### src/rtl/fetch_prefetch_unit_pkg.sv
// rtl/fetch_prefetch_unit_pkg.sv - shared widths, queue entry type and NOP constant for the fetch front end
package fetch_prefetch_unit_pkg;

  localparam int ADDR_W  = 16;
  localparam int INSTR_W = 16;

  localparam logic [INSTR_W-1:0] INSTR_NOP = 16'h0000;

  typedef struct packed {
    logic [ADDR_W-1:0]  pc;
    logic [INSTR_W-1:0] instr;
  } fetch_entry_t;

endpackage

### src/rtl/fetch_prefetch_unit_if.sv
// rtl/fetch_prefetch_unit_if.sv - ROM request/response and decode-side signals of the fetch unit
interface fetch_prefetch_unit_if;
  import fetch_prefetch_unit_pkg::*;

  logic [ADDR_W-1:0]  rom_address;
  logic               rom_req;
  logic [INSTR_W-1:0] rom_q;
  logic               stall;
  logic               redirect;
  logic [ADDR_W-1:0]  redirect_pc;
  logic               out_valid;
  logic [ADDR_W-1:0]  pc_out;
  logic [INSTR_W-1:0] instruction_out;

  modport master (
    output rom_address, rom_req, out_valid, pc_out, instruction_out,
    input  rom_q, stall, redirect, redirect_pc
  );

  modport slave (
    input  rom_address, rom_req, out_valid, pc_out, instruction_out,
    output rom_q, stall, redirect, redirect_pc
  );

endinterface

### src/rtl/fetch_prefetch_unit_fifo.sv
// rtl/fetch_prefetch_unit_fifo.sv - circular prefetch queue of {pc, instr} with flush and occupancy count
module fetch_prefetch_unit_fifo
  import fetch_prefetch_unit_pkg::*;
#(
  parameter int DEPTH = 4
) (
  input  logic                   clk,
  input  logic                   reset,
  input  logic                   push,
  input  logic                   pop,
  input  logic                   flush,
  input  fetch_entry_t           wdata,
  output fetch_entry_t           rdata,
  output logic                   empty,
  output logic [$clog2(DEPTH):0] count
);

  localparam int PW = $clog2(DEPTH);

  fetch_entry_t mem [DEPTH];
  logic [PW:0]  wr_ptr;
  logic [PW:0]  rd_ptr;
  logic         full;
  logic         do_push;
  logic         do_pop;

  // Pointers carry one extra wrap bit so full and empty are distinguishable.
  assign count   = wr_ptr - rd_ptr;
  assign empty   = (count == '0);
  assign full    = (count == (PW+1)'(DEPTH));
  assign do_pop  = pop && !empty;
  assign do_push = push && (!full || do_pop);
  assign rdata   = mem[rd_ptr[PW-1:0]];

  always_ff @(posedge clk) begin
    if (!reset) begin
      wr_ptr <= '0;
      rd_ptr <= '0;
      for (int i = 0; i < DEPTH; i++) begin
        mem[i] <= '{pc: '0, instr: INSTR_NOP};
      end
    end else if (flush) begin
      rd_ptr <= wr_ptr;
    end else begin
      if (do_push) begin
        mem[wr_ptr[PW-1:0]] <= wdata;
        wr_ptr              <= wr_ptr + 1'b1;
      end
      if (do_pop) begin
        rd_ptr <= rd_ptr + 1'b1;
      end
    end
  end

endmodule

### src/rtl/fetch_prefetch_unit.sv
// rtl/fetch_prefetch_unit.sv - fetch PC, credit-based ROM issue and prefetch queue feeding decode
module fetch_prefetch_unit
  import fetch_prefetch_unit_pkg::*;
#(
  parameter int                DEPTH    = 4,
  parameter logic [ADDR_W-1:0] RESET_PC = '0
) (
  input  logic                   clk,
  input  logic                   reset,
  fetch_prefetch_unit_if.master  bus,
  output logic [$clog2(DEPTH):0] occupancy
);

  localparam int CW = $clog2(DEPTH) + 1;

  logic [ADDR_W-1:0] fetch_pc;
  logic [ADDR_W-1:0] inflight_pc;
  logic              inflight;
  logic              issue;
  logic              push;
  logic              pop;
  logic              empty;
  logic [CW:0]       used;
  logic [CW:0]       limit;
  fetch_entry_t      head;
  fetch_entry_t      rsp;

  // A redirect flushes the queue, so neither the head nor the returning word survives it.
  assign pop  = !empty && !bus.stall && !bus.redirect;
  assign push = inflight && !bus.redirect;
  assign rsp  = '{pc: inflight_pc, instr: bus.rom_q};

  // Issue only if every queued and in-flight word still has a slot after this cycle's pop.
  assign used  = {1'b0, occupancy} + {{CW{1'b0}}, inflight};
  assign limit = (CW+1)'(DEPTH) + {{CW{1'b0}}, pop};
  assign issue = reset && !bus.redirect && (used < limit);

  assign bus.rom_address     = fetch_pc;
  assign bus.rom_req         = issue;
  assign bus.out_valid       = !empty;
  assign bus.pc_out          = head.pc;
  assign bus.instruction_out = head.instr;

  always_ff @(posedge clk) begin
    if (!reset) begin
      fetch_pc    <= RESET_PC;
      inflight    <= 1'b0;
      inflight_pc <= '0;
    end else begin
      inflight <= issue;
      if (issue) begin
        inflight_pc <= fetch_pc;
      end
      if (bus.redirect) begin
        fetch_pc <= bus.redirect_pc;
      end else if (issue) begin
        fetch_pc <= fetch_pc + 1'b1;
      end
    end
  end

  fetch_prefetch_unit_fifo #(
    .DEPTH (DEPTH)
  ) u_fifo (
    .clk   (clk),
    .reset (reset),
    .push  (push),
    .pop   (pop),
    .flush (bus.redirect),
    .wdata (rsp),
    .rdata (head),
    .empty (empty),
    .count (occupancy)
  );

endmodule

### src/flat_wrapper.sv
// flat-port wrapper written by rule: the top's interface ports become plain ports
module fetch_prefetch_unit_flat import fetch_prefetch_unit_pkg::*;
#(
  parameter int                DEPTH    = 4,
  parameter logic [ADDR_W-1:0] RESET_PC = '0
)
  (clk, reset, occupancy, bus_rom_address, bus_rom_req, bus_out_valid, bus_pc_out, bus_instruction_out, bus_rom_q, bus_stall, bus_redirect, bus_redirect_pc);
  fetch_prefetch_unit_if bus_i ();
  input  logic clk;
  input  logic reset;
  output logic [$clog2(DEPTH):0] occupancy;
  output wire logic [$bits(bus_i.rom_address)-1:0] bus_rom_address;
  output wire logic [$bits(bus_i.rom_req)-1:0] bus_rom_req;
  output wire logic [$bits(bus_i.out_valid)-1:0] bus_out_valid;
  output wire logic [$bits(bus_i.pc_out)-1:0] bus_pc_out;
  output wire logic [$bits(bus_i.instruction_out)-1:0] bus_instruction_out;
  input wire logic [$bits(bus_i.rom_q)-1:0] bus_rom_q;
  input wire logic [$bits(bus_i.stall)-1:0] bus_stall;
  input wire logic [$bits(bus_i.redirect)-1:0] bus_redirect;
  input wire logic [$bits(bus_i.redirect_pc)-1:0] bus_redirect_pc;
  assign bus_rom_address = bus_i.rom_address;
  assign bus_rom_req = bus_i.rom_req;
  assign bus_out_valid = bus_i.out_valid;
  assign bus_pc_out = bus_i.pc_out;
  assign bus_instruction_out = bus_i.instruction_out;
  assign bus_i.rom_q = bus_rom_q;
  assign bus_i.stall = bus_stall;
  assign bus_i.redirect = bus_redirect;
  assign bus_i.redirect_pc = bus_redirect_pc;
  fetch_prefetch_unit #(.DEPTH(DEPTH), .RESET_PC(RESET_PC)) u_core (.clk(clk), .reset(reset), .bus(bus_i), .occupancy(occupancy));
endmodule
### config.mk
export PLATFORM = sky130hd
export DESIGN_NAME = fetch_prefetch_unit_flat
export DESIGN_NICKNAME = d
export VERILOG_FILES = /design/src/rtl/fetch_prefetch_unit_pkg.sv /design/src/rtl/fetch_prefetch_unit_if.sv /design/src/rtl/fetch_prefetch_unit_fifo.sv /design/src/rtl/fetch_prefetch_unit.sv /design/src/flat_wrapper.sv
export SDC_FILE = /design/constraint.sdc
export NUM_CORES = 1
export LEC_CHECK = 0
export ABC_AREA = 0
export BUFFER_PORTS_ARGS = -buffer_cell sky130_fd_sc_hd__buf_2
export CAP_MARGIN = 20
export CORE_ASPECT_RATIO = 1.4
export CORE_MARGIN = 2
export CORE_UTILIZATION = 30
export DETAILED_ROUTE_END_ITERATION = 8
export GPL_TIMING_DRIVEN = 0
export SYNTH_ARGS = -nofsm -noshare
export SYNTH_HDL_FRONTEND = slang
export SYNTH_SLANG_ARGS = --single-unit
### constraint.sdc
create_clock -name clk -period 7.2 [get_ports clk]
set_clock_uncertainty 0.05 [all_clocks]
set_input_delay 1.44 -clock clk [delete_from_list [all_inputs] [get_ports clk]]
set_output_delay 1.44 -clock clk [all_outputs]
set_load 0.01 [all_outputs]
Word level (Yosys, flattened, before mapping)
Memories as Yosys holds them, arrays and structs flattened. A register that Yosys moved wholly into a read port is not among the register bits. Index checks and enable logic that the tools add are counted.

Register bits: 39. Logic and storage cells: 46. Memories kept: 1. Input port bits: 36. Output and inout port bits: 53. Bits in writable memories: 128.

Memories: u_core.u_fifo.mem (depth 4, width 32, rd ports 1, clocked after memory_dff 1, write ports 4, RTL line fetch_prefetch_unit_fifo.sv:20) `fetch_entry_t mem [DEPTH];`.

Add/sub/neg operators: 6. $lt $le $gt $ge: 1. Reductions and logical operators: 17. Equality and inequality tests: 1. Muxes and demuxes: 14. Bitwise gates (word level): 1.

Operators with widths (count): 2-to-1 mux 16 bit (2); 2-to-1 mux 32 bit (1); OR reduction 32 bit (1); adder 16 x 1 -> 16 bit, second input constant (1); logical AND 1 bit (7); adder 3 x 1 -> 3 bit, second input constant (2); 2-to-1 mux 1 bit (6); 2-to-1 mux 2 bit (3); 2-to-1 mux 3 bit (2); adder 3 x 1 -> 4 bit (1); adder 3 x 1 -> 4 bit, first input constant (1); zero test 1 bit (4); less-than comparator 4 bit (1); nonzero test 2 bit (2); equality test 3 bit, second input constant (1); zero test 3 bit (1); subtractor 3 bit (1); AND reduction 2 bit (1); logical OR 1 bit (1); NOT 1 bit (1).

Depth between registers and ports, before layout
Gate-level depths: netlist (run 1).

Word-level depth: 14. Depth in mapped cells: 11. Gate-level depth less buffers: 10.

Cells and area by module
A second synthesis (run 1) with hierarchy kept.

Cell total of the unflattened synthesis: 614. Area total of the unflattened synthesis: 7439.6 um^2.

Modules (own cells, without submodules): fetch_prefetch_unit_fifo (seq. area each 4003.8 um^2, times used 1, area each 5848.1 um^2, cells an instance 412); fetch_prefetch_unit (seq. area each 660.6 um^2, times used 1, area each 1591.5 um^2, cells an instance 202).

Least setup slack after synthesis (run 1)
OpenSTA, ideal clock, no wires.

Kind: in2reg. From: input port bus_redirect. To: memory u_core.u_fifo.mem[3][0] (netlist bit) (enable). Data required time: 6.680 ns. Path buffers: 1. Arrival: 4.433 ns. Stages on the path: 4. Slack: 2.247 ns. Path through: clkbuf_1 -> nor2b_1 -> nand2_1 -> o31ai_1.

RTL lines: from (decl) (RTL line flat_wrapper.sv:19) `input wire logic [$bits(bus_i.redirect)-1:0] bus_redirect;`; to (decl) (RTL line fetch_prefetch_unit_fifo.sv:20).

Final worst setup path (run 1)
From: register u_core.u_fifo.wr_ptr[0]. To: output port bus_rom_req.

Word-level cells in the longest chain between the ends: 8. Elaborated cells on any way between the ends: 9. Classes of those cells: add/sub: 3; order compare: 1; reduce/logical: 5.

RTL lines: from (decl) (RTL line fetch_prefetch_unit_fifo.sv:21) `logic [PW:0] wr_ptr;`; from (signal assigned) (RTL line fetch_prefetch_unit_fifo.sv:47) `wr_ptr <= wr_ptr + 1'b1;`; subtractor 3 bit (*) (RTL line fetch_prefetch_unit_fifo.sv:28) `assign count = wr_ptr - rd_ptr;`; zero test 3 bit (RTL line fetch_prefetch_unit_fifo.sv:29) `assign empty = (count == '0);`; zero test 1 bit (RTL line fetch_prefetch_unit.sv:29) `assign pop = !empty && !bus.stall && !bus.redirect;`; logical AND 1 bit (2 in a row) (RTL line fetch_prefetch_unit.sv:29); adder 3 x 1 -> 4 bit (RTL line fetch_prefetch_unit.sv:35) `assign limit = (CW+1)'(DEPTH) + {{CW{1'b0}}, pop};`; less-than comparator 4 bit (*) (RTL line fetch_prefetch_unit.sv:36) `assign issue = reset && !bus.redirect && (used < limit);`; logical AND 1 bit (*) (RTL line fetch_prefetch_unit.sv:36); to (decl) (RTL line flat_wrapper.sv:13) `output wire logic [$bits(bus_i.rom_req)-1:0] bus_rom_req;`.

Every way passes the cells marked *; elsewhere a longest branch is shown, timed or not.

==> summary.md, run 1 <==
| Metric | Value |
|---|---|
| Status | finished, final reports clean |
| Layout cells sized above 1 | between 20% and 30% |
| Worst-Skew Late Latency | between 0.4 and 0.5 ns |
| Final Max Slew Viols | 0 |
| Peak VDD IR | between 150 and 200 uV |
| Worst-margin pin slew | between 0.9 and 1 ns |
| Number of DRC markers in iteration 0 | around 270 |
| # resized after CTS | 0 |
| Mapped Area | 7480 sq um |
| Slowest stage cell, crit path | a2111oi_4 |
| EDFF count, synth | roughly 130 |
| Area contributors post-synth | edfxtp_1 (51%), dfxtp_1 (11%), and2_1 (11%) |
| Die area | between 20000 and 30000 sq um |
| Ys flop type | edfxtp_1 |
| Setup CP Type | register to output port |
| Die width | 137 microns |
| Setup Viol. Count Final | 0 |
| Die H | about 190 microns |
| Post-synthesis sequential area ratio | between 60 and 70% |
| Total CTS buffers | 17 |
| Yosys cell types | 39 |
| Nets | just under 700 |
| Finished Cell Area | approximately 9000 sq um |
| Synth-to-Final Area Change | 20.6% |
| Boundary pin count | 89 |
| Crit path max-delay family | compound AO/OA/AOI/OAI gates |
| Core area | between 20000 and 25000 sq um |
| Post-synth top area cell | edfxtp_1 |
| First-pass DRT Iterations | 5 |
| Total power | 2260 uW |
| Leak | roughly 0.0034 uW |
| Placed Cells incl. Taps | 937 |
| CTS tree | built |
| Fillers | between 2000 and 2500 |
| Post-DR vias/cell | 4.60 |
| Final Hold Vio Count | 0 |
| Asr flop ratio synth | 0% |
| H-Tree Depth | 4 |
| Hold_buf cts | 0 |
| Vias | ~4500 |
| Pin count of the biggest net entering global routing | 28 |
| Cell Pwr Density | between 200 and 300 nW/um^2 |
| Synthesized net count | 573 |
| Final period util | between 70% and 80% |
| Antenna violations before repair | 0 |
| RSZ-0062 raised after global routing | no |
| DRC | 0 |
| CTS clk-pin slew, worst paths | ~0.060 ns |
| CTS Sinks | between 150 and 200 |
| GRT Overall Usage | a little over an eighth |
| Final Wtd Congestion | roughly 0.77 |
| Hold_ws | 0.440 ns |
| Wire length per cell | 17.0 microns |
| Worst EP arrival | roughly 4 ns |
| First-pass GRT wire length | about 26 mm |
| PortBufs | 87 |
| Yosys reg bits | around 170 |
| Total negative slack | 0 ns |
| Hold Path Class | register to register |
| Yosys warnings | 0 |
| CTS Root Cell | clkbuf_16 |
| Placed Area | between 8000 and 9000 sq um |
| Fmax | around 180 MHz |
| Post-Synthesis Cells | 530 |
| Most common cell in the netlist | and2_1 |
| Tmin final | around 5.5 ns |
| Syn avg cell area | ~14 sq um |
| Max-Cap Viols | 0 |
| WP buf/inv | 4 |
| Number of antenna diodes | 0 |
| Vias in the first global route | around 4700 |
| Critical path fanouts, max | 10 |
| Initial Utilization | 30.4% |
| Post-detail-place hpwl | about 11 mm |
| Row cnt | 68 |
| Final non-filler cell total | roughly 970 |
| Critical path cell sequence | inv_1 > ha_1 > fa_1 > inv_1 > ha_1 > a2111oi_2 > nor3_2 > a2111oi_4 > buf_6 > buf_2 |
| Overflow after GRT | 0 |
| CP peak stage delay | between 0.7 and 0.8 ns |
| Remaining antenna violation count | 0 |
| Clock tree buffer depth | 2 |
| Max-slew headroom | between 30% and 40% |
| Worst setup SP type | register |
| CP required | between 5 and 6 ns |
| Wirelength, routed | 16.5 mm |
| Area share of the largest cell type after synthesis | roughly half |
| Synth top cells by count | and2_1 (129), edfxtp_1 (128), dfxtp_1 (41) |
| Post-CTS Setup Bufs | 0 |
| Setup crit end kind | output port |
-- power by group --
part | leakage [uW] | internal (uW) | switching [uW]
sequential | 0.00166 | 1090 | 25.4
clock | 0.000300 | 528 | 374
combinational | 0.00139 | 104 | 139
total | 0.00335 | 1720 | 539
-- registers in the layout, summed over array words and instances, names as in the netlist, named ones only --
name	flops
u_core.u_fifo.wr_ptr	3
u_core.inflight_pc	16
u_core.inflight	1
u_core.bus.rom_address	16
u_core.u_fifo.mem	128
u_core.u_fifo.rd_ptr	3
-- metal layers --
layer | share of wire, % | vias to the layer above | global-route usage (%)
met2 | 53 | 100 | 23.9
met1 | 42 | 2171 | 16.0
met4 | 0.85 | 0 | 4.56
met5 | 0 | - | 0
li1 | - | 2176 | -
met3 | 4.2 | 13 | 2.87
-- stage by stage --
stage | utilization [%] | worst slack, ns
3_5_place_dp | 34.3 | 2.15
4_1_cts | 36.7 | 1.65
6_report | 36.7 | 1.69
5_1_grt | 36.7 | 1.40
3_3_place_gp | 33.8 | 0.0560
2_1_floorplan | - | 2.25
-- path summary, 6_finish.rpt --
| path | cells after the start | endpoint | slack (ns) | startpoint |
|---|---|---|---|---|
| worst max-delay path | 10 | bus_rom_req | 1.69 | u_core.u_fifo.wr_ptr[0] |
| worst min-delay path | 2 | u_core.u_fifo.rd_ptr[2] | 0.44 | u_core.u_fifo.rd_ptr[2] |
| worst max register to register | 11 | u_core.inflight_pc[12] | 3.34 | u_core.u_fifo.wr_ptr[0] |
| worst min register to register | 2 | u_core.u_fifo.rd_ptr[2] | 0.44 | u_core.u_fifo.rd_ptr[2] |
-- layout by cell type, fill, tap and decap left out, drive strengths merged --
cell type	netlist	routed
xnor2	14	14
o311ai	1	1
mux2i	18	18
o31ai	2	2
nand3	7	7
o21ai	19	19
or2	1	1
o2bb2ai	1	1
inv	10	15
clkinv	1	4
nand2	9	9
nand4	2	2
fa	1	1
a311oi	1	1
nand2b	3	3
xor2	1	1
mux4	32	32
and3	3	3
a2111oi	8	8
nor3	8	8
ha	6	6
bufinv	0	1
nor2b	1	1
buf	6	98
a31oi	2	2
nor2	19	19
dfxtp	41	41
edfxtp	128	128
and3b	1	1
a21oi	18	18
and4	5	5
and2	129	129
clkbuf	24	47
xnor3	1	1
a211oi	7	7
-- kinds of logic after synthesis --
group / Yosys count / synth area share (%)
AO/OA/AOI/OAI: 59 / 5.17
XOR/XNOR: 16 / 2.08
adder cells (fa/ha/maj): 7 / 1.27
buffers and inverters: 41 / 2.23
flip-flops: 169 / 62.4
multiplexers: 50 / 12.1
AND/OR/NAND/NOR: 188 / 14.8
-- worst reg2reg max path, cell delays in order (launching register included) --
cell and delay (ns):
dfxtp_1 0.41, inv_1 0.15, ha_1 0.24, fa_1 0.58
inv_1 0.11, ha_1 0.34, a2111oi_2 0.44, nor3_2 0.14
a2111oi_4 0.78, buf_6 0.26, mux2i_1 0.20, nor2_1 0.05
-- area by class of cell --
cell class	count	area, sq um	share of cell area [%]
plain buffers	30	120	1.33
clock buffers	23	502	5.57
clock inverters	9	82.6	0.916
inverters	11	46.3	0.514
multi-input cells	320	2670	29.6
flip-flops and latches	169	4660	51.7
well taps	315	394	4.37
repair buffers	92	538	5.97
Power figures use the tool's default switching activity.
==> run 2: changes to the inputs <==
Settings changed: ABC_AREA 0 to 1.
Clock period 7.2 ns to 5.28 ns, I/O delays scaled along.
==> run 2 against run 1 <==
Net effect:
- routed wire length up 20%
- critical path type unchanged
- worst hold slack worse by 0.0095 ns
- sequential share of layout area down 0.58 points
- cell count up 30%
- power up 37%
==> summary.md, run 2 <==
| Metric | Value |
|---|---|
| Die width | 139 microns (+0.94%) |
| Ys flop type | edfxtp_1 |
| Setup Viol. Count Final | 0 (unchanged) |
| Area contributors post-synth | edfxtp_1 (50%), nor2_1 (12%), dfxtp_1 (11%) |
| Yosys reg bits | 169 (unchanged) |
| Post-synth top area cell | edfxtp_1 |
| Critical path fanouts, max | 10 (unchanged) |
| CTS Root Cell | clkbuf_16 |
| Fmax | 243 MHz |
| Crit path max-delay family | adder cells |
| GRT Overall Usage | 15.0% (+1.5 points) |
| Post-DR vias/cell | 4.67 (+1.5%) |
| CTS clk-pin slew, worst paths | 0.07 ns (about the same) |
| WP buf/inv | 5 (+1) |
| Clock power share | 39.1% (-0.8 points) |
| Psw | 862 uW (+60%) |
| Max-slew headroom | 38.2% (-0.48 points) |
| Pin count of the biggest net entering global routing | 33 (+18%) |
| Synth-to-Final Area Change | 19.6% |
| Most common cell in the netlist | nor2_1 |
| Die H | 193 microns (+0.95%) |
| Yosys cell types | 33 (-15%) |
| Final non-filler cell total | 1257 (+30%) |
| Sw Share | 27.8% (+3.9 points) |
| Antenna violations before repair | 0 (unchanged) |
| Hold Path Class | register to register |
| Synth top cells by count | nor2_1 (236), edfxtp_1 (128), o21ai_0 (90) |
| Combinational Power Share | 11.9% (+1.1 points) |
| Overflow after GRT | 0 (unchanged) |
| Area share of the largest cell type after synthesis | 50.4% (-0.98 points) |
| Post-CTS Setup Bufs | 0 (unchanged) |
| Die area | 26700 sq um (+1.9%) |
| Worst-margin pin slew | 0.924 ns (+0.00392 ns) |
| Synthesized net count | 859 (+50%) |
| Final Hold Vio Count | 0 (unchanged) |
| CP peak stage delay | 0.51 ns (-0.27 ns) |
| Initial Utilization | 30.2% (-0.17 points) |
| Yosys warnings | 0 (unchanged) |
| Seq pwr share | 49.1% (-0.2 points) |
| Setup CP Type | register to output port |
| Setup ws final | 1.17 ns (-0.519 ns) |
| Post-synthesis sequential area ratio | 61.2% (-1.2 points) |
| CTS tree | built |
| DRC | 0 (unchanged) |
| First-pass DRT Iterations | 4 (-1) |
| Cell Pwr Density | 340 nW/um^2 (+36%) |
| Clock tree buffer depth | 2 (unchanged) |
| Placed Area | 8540 sq um (+1.3%) |
| CP required | 4.17 ns (-1.54 ns) |
| Hold_buf cts | 0 (unchanged) |
| Largest Register | u_core.u_fifo.mem |
| Max-Cap Viols | 0 (unchanged) |
| Worst EP arrival | 3.00 ns (-1.02 ns) |
| Number of antenna diodes | 0 (unchanged) |
| Most common cell after layout, fill and taps aside | nor2_1 |
| Mapped Area | 7620 sq um (+1.9%) |
| Slowest stage cell, crit path | fa_1 |
| # resized after CTS | 0 (unchanged) |
| Layout cells sized above 1 | 17.0% (-8.6 points) |
| Syn avg cell area | 9.34 sq um (-34%) |
| PortBufs | 88 (+1.1%) |
| Pre-CTS setup slack | 1.61 ns (-0.538 ns) |
| Placed Cells incl. Taps | 1225 (+31%) |
| Post-detail-place hpwl | 13.4 mm (+17%) |
| Worst Hold End | u_core.inflight_pc[9] |
| Setup crit start | u_core.u_fifo.wr_ptr[0] |
| Boundary pin count | 89 (unchanged) |
| Critical path cell sequence | inv_1 > ha_1 > fa_1 > inv_1 > ha_1 > nor2_1 > nand4_1 > nand2_1 > nand2_4 > inv_2 > buf_6 > buf_2 |
| Wirelength, routed | 19.8 mm (+20%) |
| Final Max Slew Viols | 0 (unchanged) |
| Setup crit end kind | output port |
| Core area | 25200 sq um (+2.5%) |
| End of the worst register-to-register path | u_core.u_fifo.mem[0][2] |
| H-Tree Depth | 4 (unchanged) |
| Register Area | 4660 sq um (unchanged) |
| First-pass GRT wire length | 31.0 mm (+19%) |
| Remaining antenna violation count | 0 (unchanged) |
| RSZ-0062 raised after global routing | no |
| Status | finished, final reports clean |
| Number of DRC markers in iteration 0 | 342 (+29%) |
| Worst hold path cell count | 2 (unchanged) |
| Leak | 0.00361 uW (+7.6%) |
| CTS Sinks | 169 (unchanged) |
| Finished Cell Area | 9120 sq um (+1.1%) |
| Row cnt | 69 (+1.5%) |
| Vias | 5874 (+32%) |
| Fillers | 2615 (+11%) |
| EDFF count, synth | 128 (unchanged) |
| Peak VDD IR | 220 uV (+46%) |
| Most frequent cells in the layout | nor2_1 (236), edfxtp_1 (128), buf_2 (95) |
| Tmin final | 4.11 ns |
| Flip-flop count of the largest register after layout | 128 (unchanged) |
| Final period util | 77.9% |
| Total negative slack | 0 ns (unchanged) |
| Total CTS buffers | 17 (unchanged) |
| Hold_sp | u_core.inflight_pc[9] |
| Final Wtd Congestion | 0.826 (+7.0%) |
| Nets | 968 (+42%) |
| Vias in the first global route | 5831 (+25%) |
| Worst setup SP type | register |
| R2R depth | 15 (+4) |
| Area of the multi-input gates | 2500 sq um (-6.1%) |
| Asr flop ratio synth | 0% (unchanged) |
| Wire length per cell | 15.7 microns (-7.7%) |
| R2R setup slack | 1.73 ns (-1.61 ns) |
| Worst-Skew Late Latency | 0.43 ns (about the same) |
| Post-Synthesis Cells | 816 (+54%) |
| R2R Path Start | u_core.u_fifo.wr_ptr[0] |
| P_int | 2240 uW (+30%) |
## run 2: changes by cell type in the layout (fill, tap and decap cells not counted), moves of 7 or more
cell,previous run,this run
inv_1,9,62
o21ai_0,19,90
mux4_2,32,0
nand3_1,7,32
mux2i_1,18,0
nand2_2,0,9
nor2_1,19,236
and2_1,129,0
buf_2,87,95
xnor2_1,14,1
nand2_1,9,79
o22ai_1,0,33
a211oi_1,7,0
## run 2: cell families after synthesis
group	after synthesis	synth area share, %
simple gates	374	20.2
flops	169	61.2
compound gates	147	10.3
buf+inv	112	6.24
xor+xnor	7	0.804
fa+ha+maj	7	1.25
## run 2: worst reg2reg max path: stages, from the launching register on
cell and delay [ns]:
dfxtp_1 0.43, inv_1 0.16, ha_1 0.24, fa_1 0.41, inv_1 0.07, nand2_1 0.06
nand2_1 0.06, nand2_1 0.05, nand2_2 0.10, inv_2 0.07, nand3_2 0.09, nand3_4 0.15
nor2_4 0.14, nand2_2 0.14, buf_2 0.24, nand2_2 0.70
## run 2: final cells by class
cell class | instances | area share [%]
plain buffers | 46 | 2.50
clock buffers | 17 | 4.67
clock inverters | 15 | 1.69
inverters | 66 | 2.72
multi-input cells | 535 | 27.4
flip-flops and latches | 169 | 51.2
well taps | 319 | 4.38
repair buffers | 90 | 5.44
## run 2: power by group through the flow
stage	sequential [uW]	clock, uW	combinational (uW)
floorplan	1550	0	220
global placement	1550	0	363
detailed placement	1550	0	373
CTS	1520	1230	374
global route	1530	1280	415
finish	1520	1210	368
## run 2: metal layers
layer,up-vias,GRT usage [%],part of all wire [%]
li1,2956,-,-
met1,2765,17.3,42
met2,129,28.1,53
met3,24,2.48,3.8
met4,0,5.01,1.5
met5,-,0,0
## run 2: how the worst max path moves through the flow
stage                                          to  cells past startpoint
after floorplan           u_core.u_fifo.mem[3][0]                     12
after global placement    u_core.u_fifo.mem[3][3]                      5
after detailed placement              bus_rom_req                     12
after CTS                             bus_rom_req                     12
after global routing                  bus_rom_req                     12
final                                 bus_rom_req                     12
## run 2: metrics by stage
step	hold slack, ns	util, %	power (uW)
floorplan	0.405	-	1770
global placement	0.416	33.6	1920
detailed placement	0.423	33.9	1920
CTS	0.439	36.2	3130
global route	0.479	36.2	3220
finish	0.431	36.2	3100
